==> config.mk <==
export PLATFORM = sky130hd
export DESIGN_NAME = mips_load_store_unit
export DESIGN_NICKNAME = d
export VERILOG_FILES = /design/src/rtl/mips_lsu_pkg.sv /design/src/rtl/mips_load_extract.sv /design/src/rtl/mips_load_store_unit.sv
export SDC_FILE = /design/constraint.sdc
export NUM_CORES = 1
export LEC_CHECK = 0
export BUFFER_PORTS_ARGS = -buffer_cell sky130_fd_sc_hd__buf_2
export CORE_MARGIN = 8
export CORE_UTILIZATION = 30
export DETAILED_ROUTE_END_ITERATION = 7
export GPL_TIMING_DRIVEN = 0
export PLACE_DENSITY = 0.54
export RECOVER_POWER = 25
export SYNTH_ARGS = -nofsm -noshare
export SYNTH_HDL_FRONTEND = slang
export SYNTH_HIERARCHICAL = 1
export SYNTH_SLANG_ARGS = --single-unit
==> constraint.sdc <==
create_clock -name clk -period 2.1 [get_ports clk]
set_input_delay 0.21 -clock clk [delete_from_list [all_inputs] [get_ports clk]]
set_output_delay 0.21 -clock clk [all_outputs]
set_load 0.01 [all_outputs]
==> src/rtl/mips_lsu_pkg.sv <==
// Shared types and decode helpers for the MIPS data-side load/store unit.
package mips_lsu_pkg;

   typedef enum logic [3:0] {
      OP_LB  = 4'd0,
      OP_LBU = 4'd1,
      OP_LH  = 4'd2,
      OP_LHU = 4'd3,
      OP_LW  = 4'd4,
      OP_LWL = 4'd5,
      OP_LWR = 4'd6,
      OP_SB  = 4'd7,
      OP_SH  = 4'd8,
      OP_SW  = 4'd9
   } lsu_op_t;

   typedef enum logic [1:0] {
      ST_IDLE,
      ST_ACCESS,
      ST_WAIT,
      ST_RESP
   } lsu_state_t;

   // Alignment violation for the access size; unknown encodings are rejected the same way.
   function automatic logic is_misaligned(input logic [3:0] op, input logic [1:0] a);
      case (lsu_op_t'(op))
         OP_LB, OP_LBU, OP_SB, OP_LWL, OP_LWR: is_misaligned = 1'b0;
         OP_LH, OP_LHU, OP_SH:                 is_misaligned = a[0];
         OP_LW, OP_SW:                         is_misaligned = (a != 2'b00);
         default:                              is_misaligned = 1'b1;
      endcase
   endfunction

   function automatic logic is_store(input logic [3:0] op);
      is_store = (lsu_op_t'(op) inside {OP_SB, OP_SH, OP_SW});
   endfunction

endpackage

==> src/rtl/mips_load_extract.sv <==
// Load result formatter: selects the addressed byte/halfword from the RAM word
// and extends it, or merges it with rt for the unaligned LWL/LWR pair.
module mips_load_extract
   import mips_lsu_pkg::*;
(
   input  logic [3:0]  op,
   input  logic [1:0]  k,
   input  logic [31:0] m,
   input  logic [31:0] rt,
   output logic [31:0] result
);

   logic [7:0]  byte_sel;
   logic [15:0] half_sel;

   // Pick the addressed lane, then extend or merge according to the opcode.
   always_comb begin
      // NOTE: every variable gets a value before the case so no path leaves it unassigned; otherwise a latch is inferred.
      result   = 32'h0;
      byte_sel = m[{k, 3'b000} +: 8];
      half_sel = k[1] ? m[31:16] : m[15:0];
      case (lsu_op_t'(op))
         OP_LB:  result = {{24{byte_sel[7]}}, byte_sel};
         OP_LBU: result = {24'h0, byte_sel};
         OP_LH:  result = {{16{half_sel[15]}}, half_sel};
         OP_LHU: result = {16'h0, half_sel};
         OP_LW:  result = m;
         OP_LWL: begin
            case (k)
               2'd0:    result = {m[7:0],  rt[23:0]};
               2'd1:    result = {m[15:0], rt[15:0]};
               2'd2:    result = {m[23:0], rt[7:0]};
               default: result = m;
            endcase
         end
         OP_LWR: begin
            case (k)
               2'd0:    result = m;
               2'd1:    result = {rt[31:24], m[31:8]};
               2'd2:    result = {rt[31:16], m[31:16]};
               default: result = {rt[31:8],  m[31:24]};
            endcase
         end
         default: result = 32'h0;
      endcase
   end

endmodule

==> src/rtl/mips_load_store_unit.sv <==
// Data-side bus initiator: one load/store at a time, word-aligned bus address,
// lane-shifted store data, fixed read latency, extracted load result.
module mips_load_store_unit
   import mips_lsu_pkg::*;
#(
   parameter int READ_LATENCY = 1
) (
   input  logic        clk,
   input  logic        reset_n,
   input  logic        req_valid,
   output logic        req_ready,
   input  logic [3:0]  req_op,
   input  logic [31:0] req_addr,
   input  logic [31:0] req_wdata,
   input  logic [31:0] req_rt,
   output logic        resp_valid,
   output logic [31:0] resp_rdata,
   output logic        resp_err,
   output logic [31:0] data_address,
   output logic        data_read,
   output logic        data_write,
   output logic [3:0]  byteenable,
   output logic [31:0] data_writedata,
   input  logic [31:0] data_readdata
);

   lsu_state_t  state;
   logic [3:0]  op_q;
   logic [1:0]  k_q;
   logic [31:0] rt_q;
   logic        load_q;
   logic [1:0]  lat_cnt;
   logic        misaligned;
   logic        store_op;
   logic [3:0]  store_be;
   logic [31:0] store_wd;
   logic [31:0] ext_result;

   assign req_ready  = (state == ST_IDLE) && reset_n;
   assign misaligned = is_misaligned(req_op, req_addr[1:0]);
   assign store_op   = is_store(req_op);

   // Store lane enables and replicated write data for the incoming request.
   always_comb begin
      store_be = 4'b0000;
      store_wd = 32'h0;
      case (lsu_op_t'(req_op))
         OP_SB: begin
            store_be = 4'b0001 << req_addr[1:0];
            store_wd = {4{req_wdata[7:0]}};
         end
         OP_SH: begin
            store_be = req_addr[1] ? 4'b1100 : 4'b0011;
            store_wd = {2{req_wdata[15:0]}};
         end
         OP_SW: begin
            store_be = 4'b1111;
            store_wd = req_wdata;
         end
         default: ;
      endcase
   end

   mips_load_extract u_extract (
      .op     (op_q),
      .k      (k_q),
      .m      (data_readdata),
      .rt     (rt_q),
      .result (ext_result)
   );

   // Transaction FSM; bus and response outputs are registered and pulse for one cycle.
   always_ff @(posedge clk) begin
      if (!reset_n) begin
         state          <= ST_IDLE;
         op_q           <= 4'h0;
         k_q            <= 2'b00;
         rt_q           <= 32'h0;
         load_q         <= 1'b0;
         lat_cnt        <= 2'd0;
         resp_valid     <= 1'b0;
         resp_rdata     <= 32'h0;
         resp_err       <= 1'b0;
         data_address   <= 32'h0;
         data_read      <= 1'b0;
         data_write     <= 1'b0;
         byteenable     <= 4'b0000;
         data_writedata <= 32'h0;
      end else begin
         // NOTE: non-blocking assignments so every flop samples pre-edge values regardless of statement order.
         resp_valid     <= 1'b0;
         resp_rdata     <= 32'h0;
         resp_err       <= 1'b0;
         data_address   <= 32'h0;
         data_read      <= 1'b0;
         data_write     <= 1'b0;
         byteenable     <= 4'b0000;
         data_writedata <= 32'h0;
         case (state)
            ST_IDLE: begin
               if (req_valid) begin
                  op_q   <= req_op;
                  k_q    <= req_addr[1:0];
                  rt_q   <= req_rt;
                  load_q <= 1'b0;
                  state  <= ST_ACCESS;
                  if (misaligned) begin
                     // Rejected without touching the bus; error response in the access cycle.
                     resp_valid <= 1'b1;
                     resp_err   <= 1'b1;
                  end else if (store_op) begin
                     // Stores complete in the same cycle the write strobe is on the bus.
                     data_write     <= 1'b1;
                     data_address   <= {req_addr[31:2], 2'b00};
                     byteenable     <= store_be;
                     data_writedata <= store_wd;
                     resp_valid     <= 1'b1;
                  end else begin
                     data_read    <= 1'b1;
                     data_address <= {req_addr[31:2], 2'b00};
                     byteenable   <= 4'b1111;
                     load_q       <= 1'b1;
                  end
               end
            end
            ST_ACCESS: begin
               lat_cnt <= 2'(READ_LATENCY - 1);
               state   <= load_q ? ST_WAIT : ST_IDLE;
            end
            ST_WAIT: begin
               if (lat_cnt != 2'd0) begin
                  lat_cnt <= lat_cnt - 2'd1;
               end else begin
                  // The RAM word is formatted as it is captured; RESP presents the result.
                  resp_rdata <= ext_result;
                  resp_valid <= 1'b1;
                  state      <= ST_RESP;
               end
            end
            default: state <= ST_IDLE;
         endcase
      end
   end

endmodule
==> impl_metrics.yaml <==
pwr:
  irDropWorstVdd_v: 0.000553
  p_per_area_nw_per_um2: 754
  p_leak_nw: 3.85
placed_design:
  gp_congestion: 0.935
  placed_cells: 1273
  post-place-ws_ns: -0.254
  dp_hpwl_um: 19800
  port_buffers: 235
layout:
  post-route-util_pct: 40.8
  area_delta_synth_final_pct: 35.3
  final_cell_mix: "buf_2, dfxtp_1, nand2_1"
  layout_commonest_cell: "buf_2"
  instances_no_fill: 1332
  final_nets: 1170
  drive_above_1_share_pct: 27.2
  diodes: 0
run_status:
  status: "finished with violations"
  violations: "negative setup slack"
global_route:
  antenna_found_initial: 5
  grt_use_met1_pct: 21.3
  grt_overflow: 0
  grt_start_max_net_pins: 17
  grt_use_met2_pct: 29.8
  grt_use_total_pct: 18.3
  grtUsageMet3_pct: 8.49
  grt_pass1_vias: 6828
  grt_pass1_wl_um: 39500
  busiest_layer: "met2"
worst_setup_path:
  critPathLaunchType: "flop"
  crit_fanout: 10
  end_kind: "flop"
  arrival_ns: 2.55
  worstPathRequired_ns: 2.46
  setup.worst_path.class: "flop to flop"
drt:
  drt_pass1_iterations: 5
  wl_per_cell_um: 19.4
  vias: 6576
  drc_errors: 0
  ant_nets: 0
  routed_via_density: 4.94
  drt-total-wl_um: 25800
  drt_iter0_drc: 425
sta:
  hold_violations: 0
  finalSetupViolCount: 1
  drv_slew: 0
  finalCritPeriodShare_pct: 105
  max_freq_ghz: 0.455
  whs_ns: 0.0185
  fin_tns_setup_ns: -0.0961
  clock_skew_ns: 0.00981
  worst_slew_pin_slew_ns: 1.01
  rsz0062_at_grt: "false"
  setup_ws_ns: -0.0961
  finalCriticalPeriod_ns: 2.20
  maxSlewHeadroom_pct: 32.6
die:
  ios: 240
  die-area_sq_um: 27500
  coreArea_sq_um: 22400
  die_h_um: 166
  rows: 55
  start_util_pct: 30.2
  die_w_um: 166
cts:
  clock-root-buffer: "clkbuf_16"
  cts_max_level: 4
  cts_buffers: 17
  path_clk_slew_ns: 0.07
  clock-sinks: 145
  clk_latency_ns: 0.42
  clock_path_buffers: 2
  cts_tree: "done"
yosys:
  netlist_area_sq_um: 6750
  synth_edf_count: 0
  syn_area_per_cell_sq_um: 8.97
  synth_ff_type: "dfxtp_1"
  ys_ff_latch: 145
  yosysSeqAreaShare_pct: 43.0
  async_flop_share_pct: 0
  yosys_warnings: 6
  synthCells: 752
  ys_types: 63
job:
  cap_violations: 0
min_path:
  hp-class: "input pin to flop"
[synth_stat cells, drive strengths merged (2+ instances only)]
master / count / area share [%]
dfxtp: 145 / 43
nand2: 136 / 7.6
and2: 65 / 6.0
a21oi: 43 / 3.2
a21boi: 41 / 4.8
buf: 35 / 3.2
a22oi: 27 / 3.0
mux2: 27 / 4.5
clkbuf: 26 / 1.4
mux2i: 20 / 3.0
nand3: 18 / 1.3
nor2: 18 / 1.0
inv: 17 / 0.95
o21ai: 13 / 0.96
mux4: 10 / 3.3
nor3: 9 / 0.74
a2bb2oi: 8 / 1.0
and3: 8 / 0.74
nor3b: 8 / 1.1
o211ai: 8 / 0.89
a211oi: 6 / 0.67
nand2b: 6 / 0.56
nor2b: 6 / 0.56
o221ai: 5 / 0.65
o22ai: 5 / 0.46
a22o: 4 / 0.52
or3: 4 / 0.37
or3b: 4 / 0.52
or4: 4 / 0.45
o21a: 3 / 0.33
a31oi: 2 / 0.19
and3b: 2 / 0.32
o2111ai: 2 / 0.26
o21bai: 2 / 0.28
[per-stage QoR]
stage | area (sq um) | total power [mW]
global placement | 8280 | 3.92
floorplan | 6750 | 3.50
detailed placement | 8280 | 3.93
finish | 9130 | 6.89
CTS | 9140 | 6.95
global route | 9130 | 7.19
[flip-flops by register name, indices dropped and copies added (netlist names), 2 cells and up]
signal          cells
byteenable          4
data_address       30
data_writedata     32
k_q                 2
lat_cnt             2
op_q                4
resp_rdata         32
rt_q               32
state               2
[cells by family (layout without fill, tap and decap cells)]
| kind of cell | count (synthesis) | in the layout | synth area share (%) |
|---|---|---|---|
| other cells | 1 | 2 | 0.0556 |
| buf+inv | 78 | 372 | 5.62 |
| compound gates | 174 | 174 | 17.9 |
| flops | 145 | 145 | 43.0 |
| simple gates | 296 | 296 | 22.4 |
| mux | 57 | 57 | 10.8 |
| fa+ha+maj | 1 | 1 | 0.185 |
[metal layers]
layer	vias to the layer above	routed length (um)
li1	3186	-
met1	3036	10400
met2	305	11900
met3	39	2960
met4	10	471
met5	-	64
[path summary, 6_finish.rpt]
path | startpoint | end | slack (ns) | cells after the start
hold / removal | req_addr[19] | data_address[19] | 0.02 | 2
setup / recovery | op_q[2] | resp_rdata[7] | -0.1 | 6
setup reg to reg | op_q[2] | resp_rdata[7] | -0.1 | 6
hold reg to reg | op_q[0] | op_q[0] | 0.47 | 2
[final cells by class]
type                            count  area (sq um)
Buffer                             60           343
Clock inverter                     15           143
Timing Repair Buffer              263          1380
Sequential cell                   145          2900
Tap cell                          285           357
Clock buffer                       17           425
Fill cell                        2340         13200
Multi-Input combinational cell    530          3520
Inverter                           17          63.8
[where the power goes]
part	switching [mW]	internal (mW)	total (mW)
Combinational	0.592	0.460	1.05
Sequential	0.0546	2.83	2.88
Clock	1.38	1.57	2.95
[timing repair]
| item | CTS | global route |
|---|---|---|
| buffers inserted | 0 | 2 |
| setup endpoints to repair | 33 | 30 |
| hold endpoints to repair | 26 | 0 |
| hold buffers | 26 | 0 |
| gates resized for setup | 7 | 18 |
[critical path, stage by stage (launching register included)]
cell and delay [ns]:
dfxtp_1 0.38, clkbuf_4 0.22, nand2b_1 0.14, a211oi_1 0.87, nand2_1 0.14, o221ai_1 0.18
and2_1 0.20
Power figures use the tool's default switching activity.
